--- config.mk ---
export PLATFORM = sky130hd
export DESIGN_NAME = sump_cmd_seq_flat
export DESIGN_NICKNAME = d
export VERILOG_FILES = /design/src/rtl/sump_cmd_seq_if.sv /design/src/rtl/sump_cmd_seq.sv /design/src/flat_wrapper.sv
export SDC_FILE = /design/constraint.sdc
export NUM_CORES = 1
export LEC_CHECK = 0
export CAP_MARGIN = 5
export CORE_MARGIN = 1.5
export CORE_UTILIZATION = 55
export DETAILED_ROUTE_END_ITERATION = 12
export PLACE_DENSITY = 0.83
export SYNTH_ARGS = -nofsm -noshare
export SYNTH_HDL_FRONTEND = slang
export SYNTH_SLANG_ARGS = --single-unit
--- constraint.sdc ---
create_clock -name clk_i -period 4.34 [get_ports clk_i]
set_input_delay 0.868 -clock clk_i [delete_from_list [all_inputs] [get_ports clk_i]]
set_output_delay 0.868 -clock clk_i [all_outputs]
set_load 0.01 [all_outputs]
--- src/rtl/sump_cmd_seq_if.sv ---
// Byte-stream and decoder-side signals of the SUMP command sequencer.
// slave: the sequencer itself; master: the UART side / bench that drives bytes.
interface sump_cmd_seq_if;
   logic        rx_stb_i;
   logic [7:0]  rx_dat_i;
   logic        stb_o;
   logic [7:0]  opc_o;
   logic [31:0] cmd_o;
   logic        busy_o;
   logic        tout_o;

   modport slave (
      input  rx_stb_i, rx_dat_i,
      output stb_o, opc_o, cmd_o, busy_o, tout_o
   );

   modport master (
      output rx_stb_i, rx_dat_i,
      input  stb_o, opc_o, cmd_o, busy_o, tout_o
   );
endinterface

--- src/rtl/sump_cmd_seq.sv ---
// Assembles SUMP short (1 byte) and long (opcode + 4 argument bytes) commands
// into one decoder strobe each. Define LOGIP_CMD_TIMEOUT_EN to abort stalled long commands.
module sump_cmd_seq #(
   parameter int TIMEOUT = 100000
) (
   input  logic          clk_i,
   input  logic          rst_in,
   sump_cmd_seq_if.slave bus
);

   typedef enum logic {IDLE, ARG} state_t;

   state_t      state_reg, state_next;
   logic [1:0]  cnt_reg, cnt_next;
   logic [7:0]  opc_lat_reg, opc_lat_next;
   logic [31:0] arg_reg, arg_next;
   logic        arg_we;
   logic        stb_reg, stb_next;
   logic [7:0]  opc_reg, opc_next;
   logic [31:0] cmd_reg, cmd_next;
   logic        busy_reg, busy_next;

`ifdef LOGIP_CMD_TIMEOUT_EN
   localparam int TO_W = $clog2(TIMEOUT + 1);
   logic [TO_W-1:0] tcnt_reg, tcnt_next;
   logic            tout_reg, tout_next;
`endif

   // One write port per argument slot, selected by the byte counter.
   generate
      for (genvar gi = 0; gi < 4; gi++) begin : g_slot
         assign arg_next[gi*8 +: 8] = (arg_we && cnt_reg == 2'(gi)) ? bus.rx_dat_i
                                                                     : arg_reg[gi*8 +: 8];
      end
   endgenerate

   always_comb begin
      state_next   = state_reg;
      cnt_next     = cnt_reg;
      opc_lat_next = opc_lat_reg;
      opc_next     = opc_reg;
      cmd_next     = cmd_reg;
      busy_next    = busy_reg;
      stb_next     = 1'b0;
      arg_we       = 1'b0;
`ifdef LOGIP_CMD_TIMEOUT_EN
      tcnt_next    = tcnt_reg;
      tout_next    = 1'b0;
`endif
      case (state_reg)
         IDLE: begin
`ifdef LOGIP_CMD_TIMEOUT_EN
            tcnt_next = '0;
`endif
            if (bus.rx_stb_i) begin
               if (!bus.rx_dat_i[7]) begin
                  opc_next = bus.rx_dat_i;
                  cmd_next = '0;
                  stb_next = 1'b1;
               end else begin
                  opc_lat_next = bus.rx_dat_i;
                  cnt_next     = 2'd0;
                  busy_next    = 1'b1;
                  state_next   = ARG;
               end
            end
         end
         ARG: begin
`ifdef LOGIP_CMD_TIMEOUT_EN
            // Timeout cycle: tout_o is already high, any byte here is dropped.
            if (tcnt_reg == TO_W'(TIMEOUT)) begin
               state_next = IDLE;
               tcnt_next  = '0;
               cnt_next   = 2'd0;
            end else
`endif
            if (bus.rx_stb_i) begin
               arg_we = 1'b1;
`ifdef LOGIP_CMD_TIMEOUT_EN
               tcnt_next = '0;
`endif
               if (cnt_reg == 2'd3) begin
                  opc_next   = opc_lat_reg;
                  cmd_next   = {bus.rx_dat_i, arg_reg[23:0]};
                  stb_next   = 1'b1;
                  busy_next  = 1'b0;
                  cnt_next   = 2'd0;
                  state_next = IDLE;
               end else begin
                  cnt_next = cnt_reg + 2'd1;
               end
            end else begin
`ifdef LOGIP_CMD_TIMEOUT_EN
               tcnt_next = tcnt_reg + 1'b1;
               if (tcnt_reg == TO_W'(TIMEOUT - 1)) begin
                  tout_next = 1'b1;
                  busy_next = 1'b0;
               end
`endif
            end
         end
         default: state_next = IDLE;
      endcase
   end

   always_ff @(posedge clk_i or negedge rst_in) begin
      if (!rst_in) begin
         state_reg   <= IDLE;
         cnt_reg     <= 2'd0;
         opc_lat_reg <= 8'd0;
         arg_reg     <= 32'd0;
         stb_reg     <= 1'b0;
         opc_reg     <= 8'd0;
         cmd_reg     <= 32'd0;
         busy_reg    <= 1'b0;
`ifdef LOGIP_CMD_TIMEOUT_EN
         tcnt_reg    <= '0;
         tout_reg    <= 1'b0;
`endif
      end else begin
         state_reg   <= state_next;
         cnt_reg     <= cnt_next;
         opc_lat_reg <= opc_lat_next;
         arg_reg     <= arg_next;
         stb_reg     <= stb_next;
         opc_reg     <= opc_next;
         cmd_reg     <= cmd_next;
         busy_reg    <= busy_next;
`ifdef LOGIP_CMD_TIMEOUT_EN
         tcnt_reg    <= tcnt_next;
         tout_reg    <= tout_next;
`endif
      end
   end

   assign bus.stb_o  = stb_reg;
   assign bus.opc_o  = opc_reg;
   assign bus.cmd_o  = cmd_reg;
   assign bus.busy_o = busy_reg;
`ifdef LOGIP_CMD_TIMEOUT_EN
   assign bus.tout_o = tout_reg;
`else
   assign bus.tout_o = 1'b0;
`endif

endmodule

--- src/flat_wrapper.sv ---
// flat-port wrapper written by rule: the top's interface ports become plain ports
module sump_cmd_seq_flat 
#(
   parameter int TIMEOUT = 100000
)
  (clk_i, rst_in, bus_rx_stb_i, bus_rx_dat_i, bus_stb_o, bus_opc_o, bus_cmd_o, bus_busy_o, bus_tout_o);
  sump_cmd_seq_if bus_i ();
  input  logic clk_i;
  input  logic rst_in;
  input wire logic [$bits(bus_i.rx_stb_i)-1:0] bus_rx_stb_i;
  input wire logic [$bits(bus_i.rx_dat_i)-1:0] bus_rx_dat_i;
  output wire logic [$bits(bus_i.stb_o)-1:0] bus_stb_o;
  output wire logic [$bits(bus_i.opc_o)-1:0] bus_opc_o;
  output wire logic [$bits(bus_i.cmd_o)-1:0] bus_cmd_o;
  output wire logic [$bits(bus_i.busy_o)-1:0] bus_busy_o;
  output wire logic [$bits(bus_i.tout_o)-1:0] bus_tout_o;
  assign bus_i.rx_stb_i = bus_rx_stb_i;
  assign bus_i.rx_dat_i = bus_rx_dat_i;
  assign bus_stb_o = bus_i.stb_o;
  assign bus_opc_o = bus_i.opc_o;
  assign bus_cmd_o = bus_i.cmd_o;
  assign bus_busy_o = bus_i.busy_o;
  assign bus_tout_o = bus_i.tout_o;
  sump_cmd_seq #(.TIMEOUT(TIMEOUT)) u_core (.clk_i(clk_i), .rst_in(rst_in), .bus(bus_i));
endmodule
==> results of run 1 <==
placed cells by master (no fill, tap or decap), drive strengths merged:
| cell | count |
|---|---|
| dfrtp | 77 |
| clkdlybuf4s50 | 51 |
| mux2 | 45 |
| a22o | 33 |
| clkbuf | 10 |
| nand2 | 6 |
| ha | 5 |
| buf | 4 |
| o21ai | 4 |
| inv | 3 |
| nand3 | 3 |
| clkinv | 2 |
| and2 | 1 |
| nor2 | 1 |
| nand3b | 1 |
| and3 | 1 |
| nand2b | 1 |
| a21oi | 1 |
| a32o | 1 |
| conb | 1 |
| bufinv | 1 |
area by class of cell:
cell class / instances / area (um2) / share of cell area
multi-input combinational: 104 / 1020 / 0.2717
sequential: 77 / 1927 / 0.5133
tap: 70 / 87.58 / 0.02333
clock inverter: 3 / 40.04 / 0.01067
inverter: 3 / 11.26 / 0.003000
timing repair buffer: 55 / 540.5 / 0.1440
clock buffer: 10 / 127.6 / 0.03400
cells by family after synthesis:
group           Yosys count  synth area share
flops                    77            0.6340
mux                      45            0.1741
compound gates           39            0.1103
buf+inv                  16           0.03046
simple gates             14           0.02923
fa+ha+maj                 5           0.02058
other cells               1          0.001234
worst paths after layout:
kind | startpoint | endpoint | slack, ns
worst min-delay path | u_core.opc_lat_reg[7] | u_core.opc_lat_reg[7] | 0.47
min in group asynchronous | rst_in | u_core.cnt_reg[0] | 0.66
worst max register to register | u_core.state_reg | u_core.bus.opc_o[3] | 2.16
worst max-delay path | bus_rx_dat_i[7] | u_core.bus.opc_o[3] | 1.81
worst min register to register | u_core.opc_lat_reg[7] | u_core.opc_lat_reg[7] | 0.47
max in group asynchronous | rst_in | u_core.arg_reg[19] | 3.08
stage by stage:
step,power (mW),setup WS [ns],std cells,utilization
floorplan,1.787,2.519,197,-
global placement,2.191,1.521,309,0.6889
detailed placement,2.238,1.486,309,0.6889
CTS,2.738,1.812,322,0.7212
global route,2.865,1.754,322,0.7212
finish,2.719,1.811,322,0.7212
power groups by stage:
stage / Clock (mW) / Combinational [mW] / Sequential, mW
6_report: 0.492 / 0.974 / 1.25
3_5_place_dp: 0 / 0.981 / 1.26
5_1_grt: 0.525 / 1.05 / 1.29
4_1_cts: 0.499 / 0.986 / 1.25
3_3_place_gp: 0 / 0.946 / 1.25
2_1_floorplan: 0 / 0.527 / 1.26
metal layers:
metal | part of all wire | vias to the layer above
li1 | - | 816
met1 | 0.47 | 920
met2 | 0.47 | 52
met3 | 0.041 | 12
met4 | 0.018 | 0
met5 | 0 | -
worst register-to-register path, stage by stage, from the launching register on:
cell and delay [ns]:
dfrtp_1 0.84, nor2_1 0.17, o21ai_4 0.41, buf_4 0.33
mux2_4 0.32
==> metrics.md, run 1 <==
| Metric | Value |
|---|---|
| Status | `completed` |
| Yosys warnings | `0` |
| Crit path required time | `4.56 ns` |
| Vias | `1800` |
| CTS tree | `done` |
| Initial antenna violation count | `0` |
| CP delay by family, top | `buffers and inverters` |
| H-tree depth | `3` |
| Fin Hold WS | `0.4719 ns` |
| Largest net degree at the start of global routing | `78` |
| GRT overflow | `0` |
| Slew headroom | `0.3831` |
| Met2 usage | `0.3193` |
| Max reg flops | `32` |
| Min Tclk post-route | `2.529 ns` |
| DRC | `0` |
| Total of max-cap violations | `0` |
| Slowest stage cell on the critical path | `clkdlybuf4s50_1` |
| Synth top area cells | `dfrtp_1 63%, mux2_2 14%, a22o_1 9.5%, mux2_4 3.0%, ha_1 2.1%` |
| Area after DPL | `3586 um2` |
| Die Wd | `77.34 um` |
| Fin. Hold Viols | `0` |
| Leak pwr | `1.709 nW` |
| First-pass GRT wire length | `9577 um` |
| Total global-route track usage | `0.2137` |
| Sw power | `0.8064 mW` |
| CTS sink cnt | `77` |
| Hold Buf Count CTS | `0` |
| Pint | `1.912 mW` |
| CP startpoint kind | `input pin` |
| Number of diodes | `0` |
| Post-synth EDFFs | `0` |
| CP Capture Type | `flop` |
| Port-buffer cells | `52` |
| CP Depth | `5` |
| Switching fraction of total power | `0.2966` |
| Reg2Reg Depth | `4` |
| CTS Root Cell | `clkbuf_8` |
| Clk pin slew, worst setup/hold paths | `0.07 ns` |
| CP Class | `in -> reg` |
| Final-report setup violation count | `0` |
| Syn Inst Count | `197` |
| Vias per inst | `5.590` |
| Nets@finish | `266` |
| CP cell instances | `clkdlybuf4s50_1 > nor2_1 > o21ai_4 > buf_4 > mux2_4` |
| Post-DRT Antenna Nets | `0` |
| Post-synth top area cell | `dfrtp_1` |
| Synth top area share | `0.6340` |
| Setup TNS | `0 ns` |
| Gates resized, CTS repair | `0` |
| Clk_skew | `0.004952 ns` |
| CTS buffer count | `9` |
| Gpl congestion | `0.7108` |
| Max clock buf depth | `2` |
| Area of the mapped netlist | `3039 um2` |
| Count leader, synth | `dfrtp_1` |
| Hold depth | `1` |
| Fmax | `395.4 MHz` |
| Synth Area per Inst | `15.43 um2` |
| GRT met1 Usage | `0.3037` |
| M3 GR Usage | `0.04353` |
| Row Count | `26` |
| Initial DRC count | `101` |
| Layout cell share with drive strength beyond 1 | `0.2659` |
| Area grow syn2layout | `23.51%` |
| Commonest cells post-synth | `77 x dfrtp_1, 39 x mux2_2, 33 x a22o_1, 8 x buf_2` |
| Core Area | `5205 um2` |
| Vias in the first global route | `1800` |
| Worst path max stage delay | `0.70 ns` |
| Sequential share of power | `0.461` |
| Clk pwr share | `0.181` |
| Post-synthesis sequential area ratio | `0.6340` |
| Io pins | `54` |
| CP bufs+invs | `2` |
| Worst EP arrival | `2.75 ns` |
| Die area | `5981 um2` |
| Number of synthesized register bits | `77` |
| Die Y | `77.34 um` |
| Combinational share of power | `0.358` |
| Slew @ Worst Pin | `0.9253 ns` |
| Hold Crit Class | `reg -> reg` |
| Netlist cell types | `22` |
| Synth async-reset ratio | `1.000` |
| Max VDD drop | `0.3854 mV` |
| Ys flop type | `dfrtp_1` |
| Top Usage Layer GRT | `met2` |
| Setup repair bufs after CTS | `0` |
| Final critical-path share of the clock period | `0.5828` |
| Pwr per Cell Area | `724.3 nW/um2` |
| Clk Latency, worst-skew pair | `0.33 ns` |
| Worst Path Max Fanout | `18` |
| First-pass iteration count of the detailed router | `4` |
| Max Transition Viols Final | `0` |
| Starting density of the core | `0.5839` |
| Syn nets | `213` |
| Dpl hpwl | `3708 um` |
| RSZ-0062 raised after global routing | `false` |
| Design area | `3754 um2` |
| Drt wl/cell | `18.29 um` |
| DRT Wirelength | `5888 um` |
| Fillers | `378` |
No activity file was read; power rests on OpenSTA's default activity.
==> run 2: changes to the inputs <==
--- a/config.mk
+++ b/config.mk
@@ -7,9 +7,9 @@
 export LEC_CHECK = 0
 export CAP_MARGIN = 5
 export CORE_MARGIN = 1.5
-export CORE_UTILIZATION = 55
+export CORE_UTILIZATION = 47
 export DETAILED_ROUTE_END_ITERATION = 12
-export PLACE_DENSITY = 0.83
+export PLACE_DENSITY = 0.75
 export SYNTH_ARGS = -nofsm -noshare
 export SYNTH_HDL_FRONTEND = slang
 export SYNTH_SLANG_ARGS = --single-unit
==> constraint.sdc (replaced) <==
create_clock -name clk_i -period 2.1 [get_ports clk_i]
set_input_delay 0.42 -clock clk_i [delete_from_list [all_inputs] [get_ports clk_i]]
set_output_delay 0.42 -clock clk_i [all_outputs]
set_load 0.01 [all_outputs]
==> metrics.md, run 2 (synthesized netlist as in run 1, its figures left out) <==
| Metric | Value |
|---|---|
| Status | `completed (unchanged)` |
| First-pass iteration count of the detailed router | `4 (unchanged)` |
| Worst EP arrival | `1.93 ns (was 2.75 ns)` |
| Layout cell share with drive strength beyond 1 | `0.2928 (was 0.2659)` |
| CTS sink cnt | `77 (unchanged)` |
| Fmax | `586.3 MHz` |
| CP delay by family, top | `flip-flops (was buffers and inverters)` |
| Dpl hpwl | `3860 um (was 3708 um)` |
| Row Count | `29 (was 26)` |
| Max clock buf depth | `2 (unchanged)` |
| Commonest non-fill, non-tap cells in the layout | `77 x dfrtp_1, 51 x clkdlybuf4s50_1, 39 x mux2_2 (unchanged)` |
| Fin. Hold Viols | `0 (unchanged)` |
| Max Transition Viols Final | `0 (unchanged)` |
| CP startpoint kind | `flop (was input pin)` |
| Total global-route track usage | `0.1751 (was 0.2137)` |
| Die area | `6958 um2 (was 5981 um2)` |
| CP Capture Type | `flop (unchanged)` |
| Clk_skew | `0.004795 ns (was 0.004952 ns)` |
| Slowest stage cell on the critical path | `dfrtp_1 (was clkdlybuf4s50_1)` |
| Area grow syn2layout | `27.17% (was 23.51%)` |
| Reg2Reg Depth | `5 (was 4)` |
| Port-buffer cells | `52 (unchanged)` |
| Flop-to-flop setup slack | `0.39 ns (was 2.16 ns)` |
| Vias | `1800 (unchanged)` |
| Setup TNS | `0 ns (unchanged)` |
| Commonest non-fill, non-tap cell in the layout | `dfrtp_1 (unchanged)` |
| Crit path required time | `2.32 ns (was 4.56 ns)` |
| CP cell instances | `ha_1 > and2_4 > o21ai_4 > buf_12 > mux2_2 (was clkdlybuf4s50_1 > nor2_1 > o21ai_4 > buf_4 > mux2_4)` |
| Max VDD drop | `0.6963 mV (was 0.3854 mV)` |
| First-pass GRT wire length | `9425 um (was 9577 um)` |
| Worst Path Max Fanout | `24 (was 18)` |
| Starting density of the core | `0.4814 (was 0.5839)` |
| Total of max-cap violations | `0 (unchanged)` |
| Nets@finish | `275 (was 266)` |
| CTS tree | `done (unchanged)` |
| CTS Root Cell | `clkbuf_8 (unchanged)` |
| Vias in the first global route | `1810 (was 1800)` |
| Min Tclk post-route | `1.706 ns` |
| RSZ-0062 raised after global routing | `false (unchanged)` |
| CP Class | `reg -> reg (was in -> reg)` |
| Hold Crit Class | `in -> async (was reg -> reg)` |
| Number of diodes | `0 (unchanged)` |
| CP bufs+invs | `1 (was 2)` |
| DRC | `0 (unchanged)` |
| Die Y | `83.42 um (was 77.34 um)` |
| Io pins | `54 (unchanged)` |
| Pwr per Cell Area | `1451 nW/um2 (was 724.3 nW/um2)` |
| Largest net degree at the start of global routing | `40 (was 78)` |
| Vias per inst | `5.294 (was 5.590)` |
| Clk Latency, worst-skew pair | `0.33 ns (about the same)` |
| Die Wd | `83.42 um (was 77.34 um)` |
| Max reg flops | `32 (unchanged)` |
| Final critical-path share of the clock period | `0.8122` |
| DRT Wirelength | `5604 um (was 5888 um)` |
| Core Area | `6314 um2 (was 5205 um2)` |
| Initial antenna violation count | `0 (unchanged)` |
| Gpl congestion | `0.7577 (was 0.7108)` |
| Leak pwr | `1.769 nW (was 1.709 nW)` |
| Worst R2R End | `u_core.bus.opc_o[0] (was u_core.bus.opc_o[3])` |
| Clk pin slew, worst setup/hold paths | `0.07 ns (about the same)` |
| Hold Buf Count CTS | `0 (unchanged)` |
| Reg2reg start | `u_core.cnt_reg[0] (was u_core.state_reg)` |
| Drt wl/cell | `16.48 um (was 18.29 um)` |
| Gates resized, CTS repair | `0 (unchanged)` |
| Initial DRC count | `76 (was 101)` |
| GRT overflow | `0 (unchanged)` |
| Final-report setup violation count | `0 (unchanged)` |
| CTS buffer count | `9 (unchanged)` |
| Worst path max stage delay | `0.45 ns (was 0.70 ns)` |
| H-tree depth | `3 (unchanged)` |
| Post-DRT Antenna Nets | `0 (unchanged)` |
| Finished Core Util | `0.6122 (was 0.7212)` |
| Setup repair bufs after CTS | `0 (unchanged)` |
==> run 2: changes by cell type in the layout (fill, tap and decap cells not counted) <==
cell       delta
bufinv_16     -1
buf_4         +7
clkinv_2      -1
buf_12        +2
clkbuf_1      +1
clkbuf_8      +3
==> run 2: worst max-delay path by stage <==
| stage | from | end | cells past startpoint |
|---|---|---|---|
| after floorplan | u_core.cnt_reg[0] | u_core.bus.opc_o[1] | 5 |
| after global placement | bus_rx_stb_i | u_core.opc_lat_reg[4] | 4 |
| after detailed placement | bus_rx_stb_i | u_core.opc_lat_reg[2] | 4 |
| after CTS | u_core.cnt_reg[0] | u_core.bus.opc_o[0] | 5 |
| after global routing | u_core.cnt_reg[0] | u_core.bus.opc_o[0] | 5 |
| final | u_core.cnt_reg[0] | u_core.bus.opc_o[0] | 5 |
==> run 2: power breakdown <==
part | total (mW) | switching, mW | internal, mW | leakage, nW
clock | 0.998 | 0.479 | 0.519 | 0.0926
combinational | 2.09 | 0.760 | 1.33 | 0.712
sequential | 2.52 | 0.381 | 2.14 | 0.965
total | 5.61 | 1.62 | 3.99 | 1.77
==> run 2: final cells by class <==
cell class,instances,area [um2]
Tap cell,77,96.34
Sequential cell,77,1927
Clock inverter,1,5.005
Inverter,3,11.26
Multi-Input combinational cell,104,1020
Timing Repair Buffer,64,633.1
Fill cell,519,2449
Clock buffer,14,172.7
==> run 2: routing by layer <==
layer	GRT usage	wire length [um]
met4	0.08048	72
met2	0.2373	2362
met1	0.2726	2910
met5	0	0
met3	0.03280	259
==> run 2: through the flow <==
stage	area [um2]	hold slack [ns]	setup WS [ns]	total power, mW	std cells
2_1_floorplan	3039	0.1244	0.5849	3.693	197
3_3_place_gp	3687	0.4094	0.1565	4.587	325
3_5_place_dp	3687	0.4140	0.1540	4.655	325
4_1_cts	3865	0.04683	0.3848	5.673	340
5_1_grt	3865	0.06567	0.3316	5.951	340
6_report	3865	0.04179	0.3943	5.607	340
